**src/rtl/bsg_counter_clear_up_down_multi_pkg.sv**
```systemverilog
// Shared types and width helpers for the clear/up/down counter bank.
// Exports: bsg_counter_mode_e, bsg_counter_cw(), bsg_counter_sw().
package bsg_counter_pkg;

  typedef enum logic {
    e_counter_sat,
    e_counter_wrap
  } bsg_counter_mode_e;

  function automatic int bsg_counter_cw(input int max_val);
    return $clog2(max_val + 1);
  endfunction

  function automatic int bsg_counter_sw(input int max_step);
    return $clog2(max_step + 1);
  endfunction

endpackage

```
**src/rtl/bsg_counter_clear_up_down_multi_if.sv**
```systemverilog
// Bundle of per-channel controls and status for the counter bank.
// master drives clear/up/down; slave returns count/zero/max/ovf/unf.
interface bsg_counter_clear_up_down_multi_if
  import bsg_counter_pkg::*;
#(
  parameter int els_p      = 1,
  parameter int max_val_p  = 15,
  parameter int max_step_p = 1
);

  localparam int cw = bsg_counter_cw(max_val_p);
  localparam int sw = bsg_counter_sw(max_step_p);

  logic [els_p-1:0]    clear_i;
  logic [els_p*sw-1:0] up_i;
  logic [els_p*sw-1:0] down_i;
  logic [els_p*cw-1:0] count_o;
  logic [els_p-1:0]    zero_o;
  logic [els_p-1:0]    max_o;
  logic [els_p-1:0]    ovf_o;
  logic [els_p-1:0]    unf_o;

  modport master (
    output clear_i, up_i, down_i,
    input  count_o, zero_o, max_o,
    input  ovf_o, unf_o
  );

  modport slave (
    input  clear_i, up_i, down_i,
    output count_o, zero_o, max_o,
    output ovf_o, unf_o
  );

endinterface

```
**src/rtl/bsg_counter_clear_up_down_ch.sv**
```systemverilog
// One counter channel: count reg, clear/up/down arithmetic, flags.
// Ports: clk_i, reset_n_i, clear_i, up_i, down_i, count_o, zero_o,
// max_o, ovf_o, unf_o. Sticky flags: BSG_COUNTER_STICKY_FLAGS_EN.
module bsg_counter_clear_up_down_ch
  import bsg_counter_pkg::*;
#(
  parameter int max_val_p  = 15,
  parameter int max_step_p = 1,
  parameter int init_val_p = 0,
  parameter bsg_counter_mode_e mode_p = e_counter_sat,
  localparam int cw = bsg_counter_cw(max_val_p),
  localparam int sw = bsg_counter_sw(max_step_p)
) (
  input  logic          clk_i,
  input  logic          reset_n_i,
  input  logic          clear_i,
  input  logic [sw-1:0] up_i,
  input  logic [sw-1:0] down_i,
  output logic [cw-1:0] count_o,
  output logic          zero_o,
  output logic          max_o,
  output logic          ovf_o,
  output logic          unf_o
);

  // Two guard bits above the wider operand keep base+up-down exact.
  localparam int w = ((cw > sw) ? cw : sw) + 2;
  localparam int m = max_val_p + 1;
  localparam bit wrap = (mode_p == e_counter_wrap);
  localparam bit pow2 = ((m & (m - 1)) == 0);

  localparam logic signed [w-1:0] max_s = w'(max_val_p);
  localparam logic signed [w-1:0] mod_s = w'(m);

  logic [cw-1:0]       cnt_q;
  logic [cw-1:0]       cnt_n;
  logic signed [w-1:0] base;
  logic signed [w-1:0] sum;
  logic signed [w-1:0] rem;
  logic                ovf_evt;
  logic                unf_evt;

  always_comb begin
    base = '0;
    if (!clear_i)
      base = $signed({{(w-cw){1'b0}}, cnt_q});
    sum = base
        + $signed({{(w-sw){1'b0}}, up_i})
        - $signed({{(w-sw){1'b0}}, down_i});
  end

  assign ovf_evt = (sum > max_s);
  assign unf_evt = (sum < 0);

  // Signed % keeps the dividend sign; fold negatives back up.
  always_comb begin
    rem = sum % mod_s;
    if (rem < 0)
      rem = rem + mod_s;
  end

  always_comb begin
    cnt_n = cw'(sum);
    unique case (1'b1)
      (wrap && pow2):     cnt_n = cw'(sum);
      (wrap && !pow2):    cnt_n = cw'(rem);
      (!wrap && ovf_evt): cnt_n = cw'(max_val_p);
      (!wrap && unf_evt): cnt_n = '0;
      default:            cnt_n = cw'(sum);
    endcase
  end

  always_ff @(posedge clk_i or negedge reset_n_i) begin
    if (!reset_n_i)
      cnt_q <= cw'(init_val_p);
    else
      cnt_q <= cnt_n;
  end

  assign count_o = cnt_q;
  assign zero_o  = (cnt_q == '0);
  assign max_o   = (cnt_q == cw'(max_val_p));

`ifdef BSG_COUNTER_STICKY_FLAGS_EN
  logic ovf_q;
  logic unf_q;

  // Clear drops the old flag, but an event in the
  // clearing cycle still sets it.
  always_ff @(posedge clk_i or negedge reset_n_i) begin
    if (!reset_n_i) begin
      ovf_q <= 1'b0;
      unf_q <= 1'b0;
    end else begin
      ovf_q <= (ovf_q & ~clear_i) | ovf_evt;
      unf_q <= (unf_q & ~clear_i) | unf_evt;
    end
  end

  assign ovf_o = ovf_q;
  assign unf_o = unf_q;
`else
  assign ovf_o = 1'b0;
  assign unf_o = 1'b0;
`endif

endmodule

```
**src/rtl/bsg_counter_clear_up_down_multi.sv**
```systemverilog
// Bank of els_p independent clear/up/down counters.
// Ports: clk_i, reset_n_i, bus (slave). Flags: BSG_COUNTER_STICKY_FLAGS_EN.
module bsg_counter_clear_up_down_multi
  import bsg_counter_pkg::*;
#(
  parameter int els_p      = 1,
  parameter int max_val_p  = 15,
  parameter int max_step_p = 1,
  parameter int init_val_p = 0,
  parameter bit wrap_p     = 1'b0
) (
  input logic clk_i,
  input logic reset_n_i,
  bsg_counter_clear_up_down_multi_if.slave bus
);

  localparam int cw = bsg_counter_cw(max_val_p);
  localparam int sw = bsg_counter_sw(max_step_p);

  localparam bsg_counter_mode_e mode =
    wrap_p ? e_counter_wrap : e_counter_sat;

  for (genvar k = 0; k < els_p; k++) begin : g_ch
    bsg_counter_clear_up_down_ch #(
      .max_val_p (max_val_p),
      .max_step_p(max_step_p),
      .init_val_p(init_val_p),
      .mode_p    (mode)
    ) u_ch (
      .clk_i    (clk_i),
      .reset_n_i(reset_n_i),
      .clear_i  (bus.clear_i[k]),
      .up_i     (bus.up_i[k*sw +: sw]),
      .down_i   (bus.down_i[k*sw +: sw]),
      .count_o  (bus.count_o[k*cw +: cw]),
      .zero_o   (bus.zero_o[k]),
      .max_o    (bus.max_o[k]),
      .ovf_o    (bus.ovf_o[k]),
      .unf_o    (bus.unf_o[k])
    );
  end

  a_init: assert property (
    @(posedge clk_i) disable iff (!reset_n_i)
    (init_val_p <= max_val_p));

  a_step: assert property (
    @(posedge clk_i) disable iff (!reset_n_i)
    (max_step_p >= 1));

  a_els: assert property (
    @(posedge clk_i) disable iff (!reset_n_i)
    (els_p >= 1));

endmodule

```
**src/flat_wrapper.sv**
```systemverilog
// flat-port wrapper written by rule: the top's interface ports become plain ports
module bsg_counter_clear_up_down_multi_flat import bsg_counter_pkg::*;
#(
  parameter int els_p      = 1,
  parameter int max_val_p  = 15,
  parameter int max_step_p = 1,
  parameter int init_val_p = 0,
  parameter bit wrap_p     = 1'b0
)
  (clk_i, reset_n_i, bus_clear_i, bus_up_i, bus_down_i, bus_count_o, bus_zero_o, bus_max_o, bus_ovf_o, bus_unf_o);
  bsg_counter_clear_up_down_multi_if #(.els_p(els_p), .max_val_p(max_val_p), .max_step_p(max_step_p)) bus_i ();
  input logic clk_i;
  input logic reset_n_i;
  input wire logic [$bits(bus_i.clear_i)-1:0] bus_clear_i;
  input wire logic [$bits(bus_i.up_i)-1:0] bus_up_i;
  input wire logic [$bits(bus_i.down_i)-1:0] bus_down_i;
  output wire logic [$bits(bus_i.count_o)-1:0] bus_count_o;
  output wire logic [$bits(bus_i.zero_o)-1:0] bus_zero_o;
  output wire logic [$bits(bus_i.max_o)-1:0] bus_max_o;
  output wire logic [$bits(bus_i.ovf_o)-1:0] bus_ovf_o;
  output wire logic [$bits(bus_i.unf_o)-1:0] bus_unf_o;
  assign bus_i.clear_i = bus_clear_i;
  assign bus_i.up_i = bus_up_i;
  assign bus_i.down_i = bus_down_i;
  assign bus_count_o = bus_i.count_o;
  assign bus_zero_o = bus_i.zero_o;
  assign bus_max_o = bus_i.max_o;
  assign bus_ovf_o = bus_i.ovf_o;
  assign bus_unf_o = bus_i.unf_o;
  bsg_counter_clear_up_down_multi #(.els_p(els_p), .max_val_p(max_val_p), .max_step_p(max_step_p), .init_val_p(init_val_p), .wrap_p(wrap_p)) u_core (.clk_i(clk_i), .reset_n_i(reset_n_i), .bus(bus_i));
endmodule
```
**config.mk**
```make
export PLATFORM = sky130hd
export DESIGN_NAME = bsg_counter_clear_up_down_multi_flat
export DESIGN_NICKNAME = d
export VERILOG_FILES = /design/src/rtl/bsg_counter_clear_up_down_multi_pkg.sv /design/src/rtl/bsg_counter_clear_up_down_multi_if.sv /design/src/rtl/bsg_counter_clear_up_down_ch.sv /design/src/rtl/bsg_counter_clear_up_down_multi.sv /design/src/flat_wrapper.sv
export SDC_FILE = /design/constraint.sdc
export NUM_CORES = 1
export LEC_CHECK = 0
export BUFFER_PORTS_ARGS = -buffer_cell sky130_fd_sc_hd__buf_2
export CORE_AREA = 10 10 47 49
export CTS_CLUSTER_DIAMETER = 100
export DETAILED_ROUTE_END_ITERATION = 16
export DIE_AREA = 0 0 57 59
export PLACE_DENSITY = 0.48
export SLEW_MARGIN = 20
export SYNTH_ARGS = -nofsm -noshare
export SYNTH_HDL_FRONTEND = slang
export SYNTH_SLANG_ARGS = --single-unit
```
**constraint.sdc**
```tcl
create_clock -name clk_i -period 2.8 [get_ports clk_i]
set_clock_uncertainty 0.05 [all_clocks]
set_input_delay 0.42 -clock clk_i [delete_from_list [all_inputs] [get_ports clk_i]]
set_output_delay 0.42 -clock clk_i [all_outputs]
set_load 0.01 [all_outputs]
```
==> flow_metrics.py <==
metrics = {
    "cells_and_area": {
        "largest_register_ffs": 4,
        "fin_nets": 69,
        "fill_cells": 166,
        "area_growth_syn_to_layout_pct": 25.2,
        "regArea_sq_um": 100,
        "insertedDiodeCount": 0,
        "multi_input_area_sq_um": 255,
        "drive_gt1_frac": 0.309,
    },
    "clock_network": {
        "root_buffer": "clkbuf_4",
        "cts_tree": "done",
        "clockBufferDepth": 2,
        "ctsResizeCount": 0,
        "clkLatencyLatePin_ns": 0.23,
        "numCtsBuffers": 3,
        "htree_num_levels": 1,
        "clk_pin_slew_ns": 0.04,
        "clock-sinks": 4,
    },
    "global_route": {
        "grt_overflow_total": 0,
        "grt_pass1_vias": 349,
        "grt_pass1_wl_microns": 1440,
        "antenna_found_initial": 0,
        "grt_max_degree": 5,
        "grt.total_usage": 0.0565,
    },
    "place": {
        "io_buffers": 10,
        "routabilityCongestion": 0.716,
    },
    "timing": {
        "timing.final.crit_share": 0.850,
        "drv_slew": 0,
        "rsz0062_at_grt": "false",
        "fin_setup_tns_ns": 0,
        "hold_ws_ns": 0.489,
        "hold_viol": 0,
        "fmax_ghz": 0.420,
        "fin_crit_ns": 2.38,
        "setup_viol_count_final": 0,
    },
    "yosys": {
        "yosys_warnings": 0,
        "synthArstFlopShare": 1.00,
        "synth_top_cell_by_area": "dfrtp_1",
        "synth_top_area_frac": 0.255,
        "synth.distinct_cells": 22,
        "seq_area_frac_synth": 0.255,
        "synth_cells": 41,
        "yosys_register_bits": 4,
        "synthTopCellsByArea": "dfrtp_1 25%, ha_1 19%, inv_1 6.7%, fa_1 5.1%, a31oi_1 4.8%",
        "syn_avg_cell_area_sq_um": 9.58,
        "synth-edff-count": 0,
        "synthFlopType": "dfrtp_1",
        "synthesis.area_sq_um": 393,
    },
    "critical_path": {
        "reg2reg_from": "u_core.g_ch[0].u_ch.count_o[0]$_DFF_PN0_",
        "worst-setup-path-type": "reg2reg",
        "crit_path_max_fanout": 4,
        "worstSetupEndpointType": "flop",
        "crit_path_start": "u_core.g_ch[0].u_ch.count_o[0]$_DFF_PN0_",
        "critPathRequiredTime_ns": 2.90,
        "critPathLaunchType": "flop",
        "crit_arrival_ns": 2.48,
    },
    "pwr": {
        "power_mw": 0.513,
        "power.ir.vdd_worst_uv": 337,
        "p_per_area_mw_per_mm2": 1040,
        "p_leak_nw": 0.260,
    },
    "route": {
        "first_pass_iters": 1,
        "wl_microns": 858,
        "wl_per_cell_microns": 12.1,
        "num_vias": 332,
        "drt_iter0_markers": 0,
        "drc": 0,
        "vias_per_cell": 4.68,
        "drtAntennaViolNets": 0,
    },
    "die": {
        "die_width_microns": 57,
        "initial_core_util": 0.280,
        "die_area_sq_mm": 0.00336,
        "core_area_sq_mm": 0.00140,
        "row_count": 14,
        "pin_count": 13,
        "die_height_microns": 59,
    },
    "min_path": {
        "min_path_type": "in2async",
    },
    "flow_run": {
        "cap_viol_max_count": 0,
    },
    "run_status": {
        "status": "complete, no violations",
    },
}
[layout make-up]
class,instances,share of cell area
multi-input combinational,29,0.519
timing repair buffer,12,0.137
sequential,4,0.204
tap,16,0.0407
inverter,7,0.0534
clock buffer,3,0.0458
[cells by family after synthesis]
group           share of synthesized area
compound gates                      0.147
xor+xnor                           0.0223
fa+ha+maj                           0.242
buf+inv                             0.105
flops                               0.255
other cells                       0.00954
simple gates                        0.220
[Yosys cell counts (2+ instances only)]
master	n
buf_4	2
inv_1	7
a31oi_1	3
dfrtp_1	4
nand2b_1	3
ha_1	6
[cells in the final DEF (no fill, tap or decap)]
master and count:
a41oi_2 1, xnor2_1 1, dfrtp_1 4, nand2b_1 3, buf_2 10, nor2b_1 1
clkbuf_4 3, or4_4 1, nand3_1 1, and4_1 1, and3b_1 1, buf_4 1
conb_1 2, a21bo_2 1, and3_1 1, dlygate4sd3_1 1, and2b_1 1, o31ai_1 1
a21oi_1 1, fa_1 1, inv_1 7, nand3b_1 1, nor4_1 1, a31oi_1 3
ha_1 6
[power by group]
group | internal [mW] | switching [mW]
Combinational | 0.156 | 0.166
Sequential | 0.0913 | 0.0288
Clock | 0.0478 | 0.0221
[repair_timing]
item / 4_1_cts / 5_1_grt
setup buffers: 0 / 0
hold buffers: 1 / 0
endpoints found under the hold margin: 4 / 0
[layer usage]
layer | global-route usage | vias up | share of wire
met2 | 0.0837 | 12 | 0.46
met5 | 0 | - | 0
met3 | 0.0236 | 2 | 0.079
met1 | 0.0531 | 148 | 0.43
li1 | - | 170 | -
met4 | 0.0705 | 0 | 0.027
[critical path, cell delays in order, from the launching register on]
cell and delay, ns:
dfrtp_1 0.37, nand2b_1 0.07, ha_1 0.27, inv_1 0.04
ha_1 0.20, fa_1 0.41, and3b_1 0.20, or4_4 0.51
a31oi_1 0.19
[path summary, 6_finish.rpt]
path | cells past startpoint | slack [ns] | to
min in group clk_i | 4 | 0.53 | u_core.g_ch[0].u_ch.count_o[0]$_DFF_PN0_
max in group asynchronous | 2 | 2.10 | u_core.g_ch[0].u_ch.count_o[2]$_DFF_PN0_
max reg2reg | 8 | 0.42 | u_core.g_ch[0].u_ch.count_o[2]$_DFF_PN0_
min reg2reg | 4 | 0.83 | u_core.g_ch[0].u_ch.count_o[1]$_DFF_PN0_
max | 8 | 0.42 | u_core.g_ch[0].u_ch.count_o[2]$_DFF_PN0_
min | 2 | 0.49 | u_core.g_ch[0].u_ch.count_o[1]$_DFF_PN0_
[per-stage QoR]
step	instance area (sq um)	util	cells	worst slack (ns)
after floorplan	397	-	42	0.417
after global placement	459	0.328	67	0.192
after detailed placement	459	0.328	67	0.179
after CTS	492	0.351	71	0.401
after global routing	492	0.351	71	0.263
final	492	0.351	71	0.421
Power figures use the tool's default switching activity.
